===== src/rtl/serial_pkg.sv =====
// rtl/serial_pkg.sv - shared serial framing types and constants
package serial_pkg;

    typedef enum logic [2:0] {
        ST_IDLE   = 3'd0,
        ST_START  = 3'd1,
        ST_DATA   = 3'd2,
        ST_PARITY = 3'd3,
        ST_STOP   = 3'd4
    } serial_state_t;

    localparam int RX_WORD_W      = 10;
    localparam int FRAME_ERR_BIT  = 9;
    localparam int PARITY_ERR_BIT = 8;

    function automatic logic majority3(input logic a, input logic b, input logic c);
        return (a & b) | (a & c) | (b & c);
    endfunction

endpackage


===== src/rtl/oversample_tick_gen.sv =====
// rtl/oversample_tick_gen.sv - oversample tick divider, restartable on a start edge
module oversample_tick_gen #(
    parameter int CLKS_PER_TICK = 27
) (
    input  logic clk,
    input  logic reset,
    input  logic restart,
    output logic tick
);

    localparam int CW = (CLKS_PER_TICK > 1) ? $clog2(CLKS_PER_TICK) : 1;
    localparam logic [CW-1:0] TC = CW'(CLKS_PER_TICK - 1);

    logic [CW-1:0] r_cnt;

    always_ff @(posedge clk or posedge reset) begin
        if (reset) begin
            r_cnt <= '0;
        end else if (restart || r_cnt == TC) begin
            r_cnt <= '0;
        end else begin
            r_cnt <= r_cnt + 1'b1;
        end
    end

    assign tick = (r_cnt == TC);

endmodule


===== src/rtl/serial_rx_deframer.sv =====
// rtl/serial_rx_deframer.sv - oversampled async serial receiver with one-word holding register
module serial_rx_deframer
    import serial_pkg::*;
#(
    parameter int CLKS_PER_TICK = 27,
    parameter int OVERSAMPLE    = 16,
    parameter int DATA_BITS     = 8,
    parameter int PARITY_EN     = 1
) (
    input  logic                 clk,
    input  logic                 reset,
    input  logic                 rx_in,
    input  logic                 rx_ack,
    output logic [RX_WORD_W-1:0] rx_word,
    output logic                 rx_valid,
    output logic                 overrun,
    output logic                 busy
);

    localparam int TW = $clog2(OVERSAMPLE);
    localparam int BW = $clog2(DATA_BITS + 1);
    localparam logic [TW-1:0] T_S0  = TW'(OVERSAMPLE / 2 - 1);
    localparam logic [TW-1:0] T_S1  = TW'(OVERSAMPLE / 2);
    localparam logic [TW-1:0] T_S2  = TW'(OVERSAMPLE / 2 + 1);
    localparam logic [TW-1:0] T_END = TW'(OVERSAMPLE - 1);
    localparam logic [BW-1:0] LAST_BIT = BW'(DATA_BITS - 1);

    logic                 r_sync1, r_sync2, r_rxs_prev;
    serial_state_t        r_state, w_next;
    logic [TW-1:0]        r_tick_cnt;
    logic [BW-1:0]        r_bit_idx;
    logic [DATA_BITS-1:0] r_shift;
    logic                 r_s0, r_s1;
    logic                 r_par_err;
    logic [RX_WORD_W-1:0] r_word;
    logic                 r_valid, r_overrun;

    logic                 w_fall, w_restart, w_tick, w_maj;
    logic                 w_at_sample, w_at_end, w_complete;
    logic [RX_WORD_W-1:0] w_new_word;

    always_ff @(posedge clk or posedge reset) begin
        if (reset) begin
            r_sync1    <= 1'b1;
            r_sync2    <= 1'b1;
            r_rxs_prev <= 1'b1;
        end else begin
            r_sync1    <= rx_in;
            r_sync2    <= r_sync1;
            r_rxs_prev <= r_sync2;
        end
    end

    assign w_fall    = r_rxs_prev & ~r_sync2;
    assign w_restart = (r_state == ST_IDLE) & w_fall;

    oversample_tick_gen #(
        .CLKS_PER_TICK(CLKS_PER_TICK)
    ) u_tick_gen (
        .clk    (clk),
        .reset  (reset),
        .restart(w_restart),
        .tick   (w_tick)
    );

    // Third vote is the live synchronised value at the last sample tick.
    assign w_maj       = majority3(r_s0, r_s1, r_sync2);
    assign w_at_sample = w_tick & (r_tick_cnt == T_S2);
    assign w_at_end    = w_tick & (r_tick_cnt == T_END);
    assign w_complete  = (r_state == ST_STOP) & w_at_sample;

    always_ff @(posedge clk or posedge reset) begin
        if (reset) begin
            r_state <= ST_IDLE;
        end else begin
            r_state <= w_next;
        end
    end

    always_comb begin
        w_next = r_state;
        case (r_state)
            ST_IDLE:   if (w_fall) w_next = ST_START;
            ST_START: begin
                if (w_at_sample && w_maj) w_next = ST_IDLE;
                else if (w_at_end)        w_next = ST_DATA;
            end
            ST_DATA: begin
                if (w_at_end && r_bit_idx == LAST_BIT)
                    w_next = (PARITY_EN != 0) ? ST_PARITY : ST_STOP;
            end
            ST_PARITY: if (w_at_end)    w_next = ST_STOP;
            ST_STOP:   if (w_at_sample) w_next = ST_IDLE;
            default:   w_next = ST_IDLE;
        endcase
    end

    always_ff @(posedge clk or posedge reset) begin
        if (reset) begin
            r_tick_cnt <= '0;
            r_bit_idx  <= '0;
            r_shift    <= '0;
            r_s0       <= 1'b1;
            r_s1       <= 1'b1;
            r_par_err  <= 1'b0;
        end else if (r_state == ST_IDLE) begin
            r_tick_cnt <= '0;
            r_bit_idx  <= '0;
            if (w_fall) r_par_err <= 1'b0;
        end else if (w_tick) begin
            r_tick_cnt <= (r_tick_cnt == T_END) ? '0 : r_tick_cnt + 1'b1;
            if (r_tick_cnt == T_S0) r_s0 <= r_sync2;
            if (r_tick_cnt == T_S1) r_s1 <= r_sync2;
            if (w_at_sample && r_state == ST_DATA)
                r_shift <= {w_maj, r_shift[DATA_BITS-1:1]};
            if (w_at_sample && r_state == ST_PARITY)
                r_par_err <= (^r_shift) ^ w_maj;
            if (w_at_end && r_state == ST_DATA)
                r_bit_idx <= r_bit_idx + 1'b1;
        end
    end

    always_comb begin
        w_new_word                 = '0;
        w_new_word[DATA_BITS-1:0]  = r_shift;
        w_new_word[PARITY_ERR_BIT] = r_par_err;
        w_new_word[FRAME_ERR_BIT]  = ~w_maj;
    end

    // An ack arriving with a completion frees the slot for the new word.
    always_ff @(posedge clk or posedge reset) begin
        if (reset) begin
            r_word    <= '0;
            r_valid   <= 1'b0;
            r_overrun <= 1'b0;
        end else if (w_complete) begin
            if (!r_valid || rx_ack) begin
                r_word  <= w_new_word;
                r_valid <= 1'b1;
            end else begin
                r_overrun <= 1'b1;
            end
        end else if (rx_ack) begin
            r_valid <= 1'b0;
        end
    end

    assign rx_word  = r_word;
    assign rx_valid = r_valid;
    assign overrun  = r_overrun;
    assign busy     = (r_state != ST_IDLE);

endmodule


===== config.mk =====
export PLATFORM = sky130hd
export DESIGN_NAME = serial_rx_deframer
export DESIGN_NICKNAME = d
export VERILOG_FILES = /design/src/rtl/serial_pkg.sv /design/src/rtl/oversample_tick_gen.sv /design/src/rtl/serial_rx_deframer.sv
export SDC_FILE = /design/constraint.sdc
export NUM_CORES = 1
export LEC_CHECK = 0
export CORE_ASPECT_RATIO = 2
export CORE_UTILIZATION = 25
export CTS_BUF_LIST = sky130_fd_sc_hd__clkbuf_8
export DETAILED_ROUTE_END_ITERATION = 6
export REMOVE_ABC_BUFFERS = 1
export SYNTH_ARGS = -nofsm -noshare
export SYNTH_HDL_FRONTEND = slang
export SYNTH_SLANG_ARGS = --single-unit

===== constraint.sdc =====
create_clock -name clk -period 2.28 [get_ports clk]
set_input_delay 0.456 -clock clk [delete_from_list [all_inputs] [get_ports clk]]
set_output_delay 0.456 -clock clk [all_outputs]
set_load 0.005 [all_outputs]

==> results.json <==
{
  "status": "completed",
  "drive_gt1_share_pct": 22.2,
  "synth_seq_area_share_pct": 53.4,
  "netlist_instances": 160,
  "fin_nets": 194,
  "hpwl_mm": 2.65,
  "gp_congestion": 0.801,
  "fin_ws_ns": 0.201,
  "finalHoldViolCount": 0,
  "drt.antenna.violating_nets": 0,
  "slew_headroom_pct": 64.9,
  "via_per_inst": 4.56,
  "critPathMaxStageDelay_ns": 0.46,
  "pre_cts_slack_ns": 0.247,
  "ys_warn_count": 0,
  "syn_to_final_growth_pct": 19.2,
  "reg2reg_from": "u_tick_gen.r_cnt[0]",
  "numPortBuffers": 16,
  "cts_max_path_buffers": 2,
  "leakage_nw": 1.08,
  "synthFlopType": "dfrtp_1",
  "first_pass_iters": 4,
  "synth.avg_cell_area_um2": 12.4,
  "end_kind": "primary output",
  "grt_pass1_wl_mm": 6.45,
  "cp_max_fo": 7,
  "crit_required_ns": 1.82,
  "synth_edf_count": 0,
  "min_period_over_period_pct": 91.2,
  "root_buffer": "clkbuf_8",
  "finalMaxSlewViolations": 0,
  "grt_pass1_vias": 1379,
  "async_flop_share_pct": 100,
  "via_count": 1273,
  "clock-sinks": 42,
  "grt_overflow": 0,
  "num_antenna_cells": 0,
  "synth-seq-cells": 42,
  "postCtsHoldBufs": 0,
  "min_from": "r_sync1",
  "setup_tns_ns": 0,
  "regArea_mm2": 0.00106,
  "multi_input_area_um2": 872,
  "power.density_mw_per_mm2": 663,
  "fin_skew_ns": 0.00664,
  "setup_viol": 0,
  "cp.arrival_ns": 1.62,
  "final_common_cell": "dfrtp_1",
  "drt_iter0_markers": 40,
  "clk_pin_slew_ns": 0.08,
  "wirelength_mm": 3.65,
  "grtUsageTotal_pct": 10.4,
  "nFillCells": 833,
  "drc": 0,
  "clock.fmax_mhz": 481,
  "startpoint": "r_state[0]",
  "cts_tree": "yes",
  "die_w_um": 64.9,
  "cts.repair.resized": 0,
  "post-cts-setup-buffer-count": 0,
  "rsz0062_at_grt": "false",
  "tightest_slew_ns": 0.526,
  "rows": 45,
  "path_cells": "nor3_1 -> inv_1 -> clkdlybuf4s50_1",
  "die_h_um": 128,
  "htree_levels": 2,
  "pin_count": 17,
  "wl_per_cell_um": 13.1,
  "grt_antenna_before_repair": 0,
  "clock_latency_ns": 0.30,
  "start_util_pct": 25.9,
  "synthesis.area_mm2": 0.00198,
  "crit_type": "flop to primary output",
  "layout_common_cells": "37 x dfrtp_1, 19 x mux2_2, 16 x clkdlybuf4s50_1",
  "core_area_mm2": 0.00766,
  "fin_crit_ns": 2.08,
  "numCtsBuffers": 5,
  "die-area_mm2": 0.00830,
  "drv_cap": 0,
  "min_path_type": "flop to flop",
  "synth_cell_types": 45,
  "vdd_drop_max_v": 0.000350,
  "grt_max_degree": 43,
  "crit_slowest_cell": "clkdlybuf4s50_1",
  "start_kind": "flop"
}
==> final cells by class <==
type | instances | share of cell area, %
well taps | 94 | 4.98
clock buffers | 5 | 2.91
inverters | 8 | 1.27
clock inverters | 3 | 0.742
multi-input cells | 106 | 36.9
flip-flops and latches | 42 | 44.8
repair buffers | 21 | 8.37
==> layer usage <==
metal | wire length (um) | vias to the layer above | part of all wire, % | track usage (%)
li1 | - | 610 | - | -
met1 | 1380 | 637 | 38 | 10.4
met2 | 2080 | 17 | 57 | 18.2
met3 | 68 | 9 | 1.9 | 2.49
met4 | 119 | 0 | 3.3 | 7.19
met5 | 0 | - | 0 | 0
==> worst max-delay path: cells and delay by family, from the launching register on <==
family / cells / cell delay [ns]
flops: 1 / 0.45
simple gates: 1 / 0.28
buf+inv: 2 / 0.59
==> Yosys cell counts (2+ instances only) <==
| library cell | n | area (um^2) |
|---|---|---|
| a211oi_1 | 2 | 15.0 |
| a21oi_1 | 5 | 25.0 |
| dfrtp_1 | 37 | 926 |
| dfstp_2 | 5 | 131 |
| ha_1 | 6 | 75.1 |
| inv_1 | 8 | 30.0 |
| mux2_2 | 19 | 214 |
| mux2i_1 | 3 | 30.0 |
| nand2_1 | 9 | 33.8 |
| nand3_1 | 5 | 25.0 |
| nand3b_1 | 3 | 22.5 |
| nand4_1 | 2 | 12.5 |
| nor2_1 | 11 | 41.3 |
| nor2b_1 | 3 | 18.8 |
| nor4_1 | 3 | 18.8 |
| xnor2_1 | 8 | 70.1 |
| xor2_1 | 3 | 26.3 |
==> state kept, by name, indices dropped and copies added, names as in the netlist, 3 cells and up <==
register          flops
r_state               3
r_tick_cnt            4
u_tick_gen.r_cnt      5
rx_word              10
r_shift               8
r_bit_idx             4
==> cells by family after synthesis <==
group | share of synthesized area [%]
AO/OA/AOI/OAI | 5.81
flip-flops | 53.4
adder cells (fa/ha/maj) | 4.30
buffers and inverters | 2.59
multiplexers | 12.3
XOR/XNOR | 6.00
AND/OR/NAND/NOR | 15.6
==> worst paths after layout <==
path	to	slack (ns)	cells after the start
min	r_sync2	0.36	0
min reg2reg	r_sync2	0.36	0
max	busy	0.20	3
min in group asynchronous	rx_word[4]	0.59	3
max in group asynchronous	r_bit_idx[2]	1.32	3
max reg2reg	rx_word[6]	0.26	7
==> power by group <==
part / internal (W) / total, W / switching (W)
sequential: 0.000805 / 0.000871 / 0.0000664
clock: 0.000212 / 0.000471 / 0.000259
combinational: 0.000102 / 0.000224 / 0.000122
==> stage by stage <==
step / utilization (%) / hold slack (ns) / power [W] / area (um^2) / cells
global route: 30.8 / 0.363 / 0.00168 / 2360 / 279
finish: 30.8 / 0.359 / 0.00157 / 2360 / 279
global placement: 29.7 / 0.347 / 0.00110 / 2270 / 271
CTS: 30.8 / 0.360 / 0.00160 / 2360 / 279
detailed placement: 29.7 / 0.347 / 0.00111 / 2270 / 271
floorplan: - / 0.345 / 0.00102 / 1960 / 156
Power figures use the tool's default switching activity.
